==> src/rtl/sat_counter.sv <==
// ---------------------------------------------------------------------------
// sat_counter
// Saturating up-counter that accepts an increment of 0, 1 or 2 per clock.
// Ports:
//   clk   : clock
//   rst_n : asynchronous active-low reset (count -> 0)
//   clr   : synchronous clear (count -> 0), wins over the increment
//   inc   : increment amount, 0..2
//   count : current count, sticks at 2^W-1
// ---------------------------------------------------------------------------
module sat_counter #(
    parameter int W = 16
) (
    input  logic         clk,
    input  logic         rst_n,
    input  logic         clr,
    input  logic [1:0]   inc,
    output logic [W-1:0] count
);

    localparam logic [W+1:0] MAX_VAL = {2'b00, {W{1'b1}}};

    logic [W+1:0] sum;

    // Two guard bits so that max + 2 cannot wrap before the saturation test.
    always_comb begin
        sum = {2'b00, count} + {{W{1'b0}}, inc};
    end

    always_ff @(posedge clk or negedge rst_n) begin
        if (!rst_n) begin
            count <= '0;
        end else if (clr) begin
            count <= '0;
        end else if (sum > MAX_VAL) begin
            count <= {W{1'b1}};
        end else begin
            count <= sum[W-1:0];
        end
    end

endmodule

==> config.mk <==
export PLATFORM = sky130hd
export DESIGN_NAME = sat_counter
export DESIGN_NICKNAME = d
export VERILOG_FILES = /design/src/rtl/sat_counter.sv
export SDC_FILE = /design/constraint.sdc
export NUM_CORES = 1
export LEC_CHECK = 0
export CORE_MARGIN = 2
export CORE_UTILIZATION = 51
export CTS_CLUSTER_SIZE = 25
export DETAILED_ROUTE_END_ITERATION = 10
export PLACE_DENSITY = 0.8
export SYNTH_ARGS = -nofsm -noshare
export SYNTH_HDL_FRONTEND = slang
export SYNTH_SLANG_ARGS = --single-unit
==> constraint.sdc <==
create_clock -name clk -period 3.7 [get_ports clk]
set_clock_uncertainty 0.05 [all_clocks]
set_input_delay 0.74 -clock clk [delete_from_list [all_inputs] [get_ports clk]]
set_output_delay 0.74 -clock clk [all_outputs]
set_load 0.02 [all_outputs]
# ---- Word level (Yosys, flattened, before mapping)
# Index checks and enable logic that the tools add are counted.
dict set report word_totals {
  reg_bits 16
  in_bits 5
  output_inout_bits 16
  wordCells 5
}
dict set report classes {
  n_addsub 1
  order_cmp 1
  n_mux 2
}
# op count
set op_table {}
lappend op_table {{2-to-1 mux 16 bit} 2}
lappend op_table {{adder 16 x 2 -> 17 bit} 1}
lappend op_table {{greater-than comparator 17 x 16 -> 1 bit, second input constant} 1}

# ---- Depth between registers and ports, before layout
# Gate-level depths: netlist of run 1.
dict set report logic_depth {
  word_depth 4
  depth_mapped 8
  depth_no_buf 6
}

# ---- Least setup slack after synthesis of run 1
# OpenSTA, ideal clock, no wires.
dict set report synth_timing {
  path_type {input port to flip-flop}
  startpoint {input port inc[0]}
  endpoint {register count[13]}
  setup_time_ns 0.131
  arrival_ns 2.191
  setup_slack_ns 1.328
  stages 8
  path_cell_list {ha_1 > fa_1 > and3_1 > and2_1 > buf_6 > nand3_1 > buf_2 > a31oi_2}
}
dict set report synth_between {
  elab_chain_cells 4
}
# element line
set synth_lines {}
lappend synth_lines {{from (decl)} 17} ;# input logic [1:0] inc,
lappend synth_lines {{adder 16 x 2 -> 17 bit *} 27} ;# sum = {2'b00, count} + {{W{1'b0}}, inc};
lappend synth_lines {{greater-than comparator 17 x 16 -> 1 bit} 35} ;# end else if (sum > MAX_VAL) begin
lappend synth_lines {{2-to-1 mux 16 bit *} 35}
lappend synth_lines {{2-to-1 mux 16 bit *} 33} ;# end else if (clr) begin
lappend synth_lines {{to (signal assigned)} 36} ;# count <= {W{1'b1}};
lappend synth_lines {{to (signal assigned)} 38} ;# count <= sum[W-1:0];
lappend synth_lines {{to (decl)} 18} ;# output logic [W-1:0] count
# Mark *: on every way between the ends. The rest lies on a longest branch, timed or not.

# ---- Worst setup path in the final report of run 1
# Ends and elaborated chain as after synthesis.

==> impl_metrics.ini, run 1 <==
[clocking]
cts_buffers = 3
cts_hold_buf = 0
h-tree-depth = 1
tritoncts = yes
clk_pin_slew_ns = 0.08
clockBufferDepth = 2
cts_root_buffer = clkbuf_4
cts_setup_buffers = 0
cts.sinks = 16
clk_latency_ns = 0.28
ctsResizeCount = 0

[sta]
fin_hold_ws_ns = 0.602
setup_viol_count_final = 0
fmax_mhz = 372
final.period_utilization_pct = 72.6
final_hold_viol_count = 0
min_period_ns = 2.69
slew_violations = 0
tns_ns = 0
rsz0062_at_grt = no
tightest_slew_ns = 0.687
slew_headroom_pct = 54.1

[power_and_ir_drop]
power_density_nw_per_um2 = 298
total_power_mw = 0.323
clock_power_share_pct = 27.5
vdd_ir_drop_max_v = 0.000203
pwr-share-comb_pct = 14.5
switching_share_pct = 25.8
netSwitchingPower_mw = 0.0834
internal-power_mw = 0.240
power_frac_seq_pct = 58.1
p_leak_nw = 0.436

[drt]
met1_length_um = 840
ant_nets = 0
drc_errors = 0
top_layer = met4
drt-total-wl_mm = 1.80
wl_met3_um = 78
dr.pass1.iters = 4
first_iter_violations = 21
routedWlPerCell_um = 15.0
met2_length_um = 833
vias = 710
via_per_inst = 5.92

[yosys]
yosys_warnings = 0
yosysSeqAreaShare_pct = 45.5
synth_top_area_cell = dfrtp_1
synth_flop_cell = dfrtp_1
synth_seq_cells = 16
yosysTopAreaCellShare_pct = 45.5
synthCells = 86
synth_common_cells = 16 x dfrtp_1, 11 x a21oi_1, 6 x nand3_1
synth_edf_count = 0
syn_avg_cell_area_um2 = 10.2
syn_area_um2 = 881
syn_nets = 94
synth.area.top_cells = dfrtp_1 45%, a21oi_1 6.3%, xor2_1 5.0%
ys_types = 34
synth_most_common_cell = dfrtp_1
synth-async-reset-ratio_pct = 100

[placed_design]
io_buffers = 20
place_congestion = 0.856
hpwl_mm = 1.33

[floorplanning]
die_area_um2 = 2080
start_util_pct = 52.7
io_pins = 21
core_area_um2 = 1670
die-width_um = 45.6
die_y_um = 45.6
rows = 15

[global_routing]
antenna_found_initial = 0
overflow = 0
grt_first_pass_wirelength_mm = 3.01
grt_max_degree = 17
grt_pass1_vias = 680
grt.total_usage_pct = 20.1

[finish]
antenna_cells = 0
drive_above_1_share_pct = 6.80
final_nets = 113
largest_register_ffs = 16
reg_top3 = count x16
regMostFlops = count
area_delta_synth_final_pct = 22.9

[setup_path]
cp_data_arrival_time_ns = 2.78
required_ns = 3.80
path_max_fanout = 11
setup.worst_path.end_class = register
criticalPathCategory = in2reg
startpoint_type = input pin
r2r_slack_ns = 1.50

[flow_run]
cap_violations = 0

[min_path]
worst_hold_path_type = reg2reg

[run_status]
status = finished, final reports clean
==> final timing paths <==
path                                      from                  end  depth (start not counted)
setup / recovery                        inc[0]  count[13]$_DFF_PN0_                          7
hold / removal             count[10]$_DFF_PN0_  count[10]$_DFF_PN0_                          2
setup reg to reg            count[0]$_DFF_PN0_  count[13]$_DFF_PN0_                          6
hold reg to reg            count[10]$_DFF_PN0_  count[10]$_DFF_PN0_                          2
max in group asynchronous                rst_n  count[14]$_DFF_PN0_                          1
min in group asynchronous                rst_n   count[8]$_DFF_PN0_                          1
==> worst max-delay path, stage by stage <==
cell and delay, ns:
clkdlybuf4s50_1 0.41, ha_1 0.23, fa_1 0.43, and3_1 0.24, and2_1 0.24, nand3_1 0.36, a31oi_2 0.14
==> kinds of logic after synthesis <==
family | Yosys count | synth area share, %
flops | 16 | 45.5
fa+ha+maj | 3 | 5.11
simple gates | 30 | 21.3
buf+inv | 8 | 5.68
xor+xnor | 7 | 6.96
compound gates | 22 | 15.5
==> power groups by stage <==
stage / logic [mW] / registers (mW) / clock network [mW]
2_1_floorplan: 0.0236 / 0.194 / 0
3_3_place_gp: 0.0466 / 0.191 / 0
3_5_place_dp: 0.0472 / 0.191 / 0
4_1_cts: 0.0476 / 0.188 / 0.0918
5_1_grt: 0.0526 / 0.189 / 0.0996
6_report: 0.0468 / 0.188 / 0.0887
==> cell type report <==
type,instances,area (um^2)
well taps,17,21.3
flip-flops and latches,16,400
multi-input cells,62,430
clock buffers,3,22.5
inverters,2,7.51
repair buffers,20,200
fillers,135,588
==> through the flow <==
step / instances / setup WS, ns / utilization [%] / instance area, um^2
2_1_floorplan: 86 / 1.33 / - / 881
5_1_grt: 120 / 0.861 / 64.8 / 1080
3_5_place_dp: 117 / 0.724 / 63.4 / 1060
3_3_place_gp: 117 / 0.763 / 63.4 / 1060
4_1_cts: 120 / 1.02 / 64.8 / 1080
6_report: 120 / 1.01 / 64.8 / 1080
==> cell usage in the layout (no fill, tap or decap), types with 2 or more instances in the layout <==
cell and instances:
a211oi_1 3, a21oi_1 11, a31oi_1 4, and3_1 3, and4_1 2, clkbuf_4 3
clkdlybuf4s50_1 20, dfrtp_1 16, ha_1 2, inv_1 2, nand2_1 3, nand3_1 6
nand4_1 3, nor3_1 3, xnor2_1 2, xor2_1 5
==> layer usage <==
| metal | track usage [%] | up-vias |
|---|---|---|
| li1 | - | 355 |
| met1 | 28.8 | 325 |
| met2 | 29.0 | 21 |
| met3 | 3.17 | 9 |
| met4 | 10.6 | 0 |
| met5 | 0 | - |
No activity file was read; power rests on OpenSTA's default activity.
==> run 2, diff against run 1 <==
Settings changed: CORE_UTILIZATION 51 to 48, PLACE_DENSITY 0.8 to 0.76.
Clock period 3.7 ns to 2.8 ns, I/O delays scaled along.
==> run 2 against run 1 <==
Critical endpoint is now count[6]$_DFF_PN0_. Sequential cell count did not move. Combinational power rose by 37%. Wire length barely moved. Global-route usage fell by 0.12 points. Clock power rose by 34%. Largest power group unchanged. Utilization fell by 0.23 points. Sequential power rose by 32%. Sequential share of layout area fell by 1.1 points. Critical path depth did not move.
==> impl_metrics.ini, run 2 (synthesis results as in run 1) <==
[run_status]
status = finished, final reports clean

[placed_design]
place_congestion = 0.804
pre_cts_slack_ns = 0.192
hpwl_mm = 1.35
io_buffers = 20
placed_area_um2 = 1090

[clocking]
clk_pin_slew_ns = 0.09
cts_setup_buffers = 0
cts_root_buffer = clkbuf_4
clockBufferDepth = 2
tritoncts = yes
ctsResizeCount = 0
h-tree-depth = 1
cts_hold_buf = 0
cts_buffers = 3
cts.sinks = 16
clk_latency_ns = 0.28

[setup_path]
required_ns = 2.95
path_max_fanout = 8
slowest_stage = clkdlybuf4s50_1
crit_buf_inv = 1
criticalPathCategory = in2reg
critPathMaxStageDelay_ns = 0.40
startpoint_type = input pin
reg2reg_depth = 6
cp_data_arrival_time_ns = 2.45
crit_cells = 7
r2r-start = count[0]$_DFF_PN0_
setup.worst_path.end_class = register
worstPathCellList = clkdlybuf4s50_1, ha_1, fa_1, and3_1, and2_1, or2_1, a21oi_1
r2r_slack_ns = 0.81
cpLargestDelayFamily = simple AND/OR/NAND/NOR gates
r2r-end = count[6]$_DFF_PN0_

[drt]
via_per_inst = 5.65
vias = 740
ant_nets = 0
drt-total-wl_mm = 1.81
dr.pass1.iters = 4
drc_errors = 0
first_iter_violations = 10
routedWlPerCell_um = 13.8

[floorplanning]
rows = 15
io_pins = 21
core_area_um2 = 1730
die_area_um2 = 2190
start_util_pct = 51.0
die-width_um = 46.8
die_y_um = 46.8

[sta]
min_period_ns = 2.30
rsz0062_at_grt = no
slew_violations = 0
slew_headroom_pct = 53.0
setup_viol_count_final = 0
tns_ns = 0
final.period_utilization_pct = 82.3
final_hold_viol_count = 0
fmax_mhz = 434
worst_slack_ns = 0.497
tightest_slew_ns = 0.702

[power_and_ir_drop]
power_density_nw_per_um2 = 387
vdd_ir_drop_max_v = 0.000285
switching_share_pct = 26.3
netSwitchingPower_mw = 0.113
total_power_mw = 0.431
clock_power_share_pct = 27.7
pwr-share-comb_pct = 14.9
power_frac_seq_pct = 57.4
internal-power_mw = 0.318
p_leak_nw = 0.449

[finish]
reg_top3 = count x16
mostFrequentLayoutCells = 20 x clkdlybuf4s50_1, 16 x dfrtp_1, 11 x a21oi_1
final_common_cell = clkdlybuf4s50_1
antenna_cells = 0
final_area_um2 = 1110
final_nets = 116
area_delta_synth_final_pct = 26.6
largest_register_ffs = 16
drive_above_1_share_pct = 9.43
regMostFlops = count

[min_path]
worst_hold_path_type = reg2reg
hp-start = count[10]$_DFF_PN0_
hold-path-endpoint = count[10]$_DFF_PN0_
holdPathStages = 2

[global_routing]
grt_first_pass_wirelength_mm = 3.06
grt.total_usage_pct = 20.0
grt_max_degree = 17
grt_pass1_vias = 669
antenna_found_initial = 0
overflow = 0

[flow_run]
cap_violations = 0
## run 2: changes by cell type in the layout (fill, tap and decap cells not counted), sizes merged
cell  change
buf       +3
## run 2: stage by stage
stage                     utilization (%)  hold slack, ns  cells
after global placement               63.3           0.567    128
final                                64.6           0.582    131
after global routing                 64.6           0.635    131
after detailed placement             63.3           0.575    128
after floorplan                         -           0.214     86
after CTS                            64.6           0.588    131
## run 2: final cells by class
cell class,instances,area (um^2)
clock buffers,3,22.5
well taps,25,31.3
flip-flops and latches,16,400
fillers,152,612
multi-input cells,62,430
repair buffers,23,223
inverters,2,7.51
## run 2: worst register-to-register path: cells and delay by family, from the launching register on
| family | cells | cell delay (ns) |
|---|---|---|
| and+or+nand+nor | 3 | 0.71 |
| adders and majority gates | 2 | 0.60 |
| DFF | 1 | 0.39 |
| AOI/OAI and AO/OA | 1 | 0.16 |
## run 2: power groups by stage
| stage | clock network (mW) | logic [mW] | registers, mW |
|---|---|---|---|
| 3_3_place_gp | 0 | 0.0636 | 0.252 |
| 3_5_place_dp | 0 | 0.0652 | 0.252 |
| 5_1_grt | 0.135 | 0.0722 | 0.250 |
| 6_report | 0.119 | 0.0641 | 0.248 |
| 2_1_floorplan | 0 | 0.0312 | 0.256 |
| 4_1_cts | 0.124 | 0.0655 | 0.248 |
## run 2: worst max-delay path by stage
| stage | startpoint | end | slack (ns) |
|---|---|---|---|
| after global routing | inc[0] | count[10]$_DFF_PN0_ | 0.39 |
| after floorplan | inc[0] | count[13]$_DFF_PN0_ | 0.61 |
| final | inc[0] | count[6]$_DFF_PN0_ | 0.50 |
| after global placement | inc[0] | count[13]$_DFF_PN0_ | 0.23 |
| after detailed placement | inc[0] | count[6]$_DFF_PN0_ | 0.19 |
| after CTS | inc[0] | count[6]$_DFF_PN0_ | 0.48 |
## run 2: layer usage
metal | share of wire (%) | routed length [um] | vias up | global-route usage [%]
li1 | - | - | 359 | -
met4 | 2.5 | 45 | 0 | 11.7
met1 | 47 | 856 | 350 | 27.8
met5 | 0 | 0 | - | 0
met3 | 4.6 | 83 | 5 | 2.69
met2 | 45 | 819 | 26 | 29.9
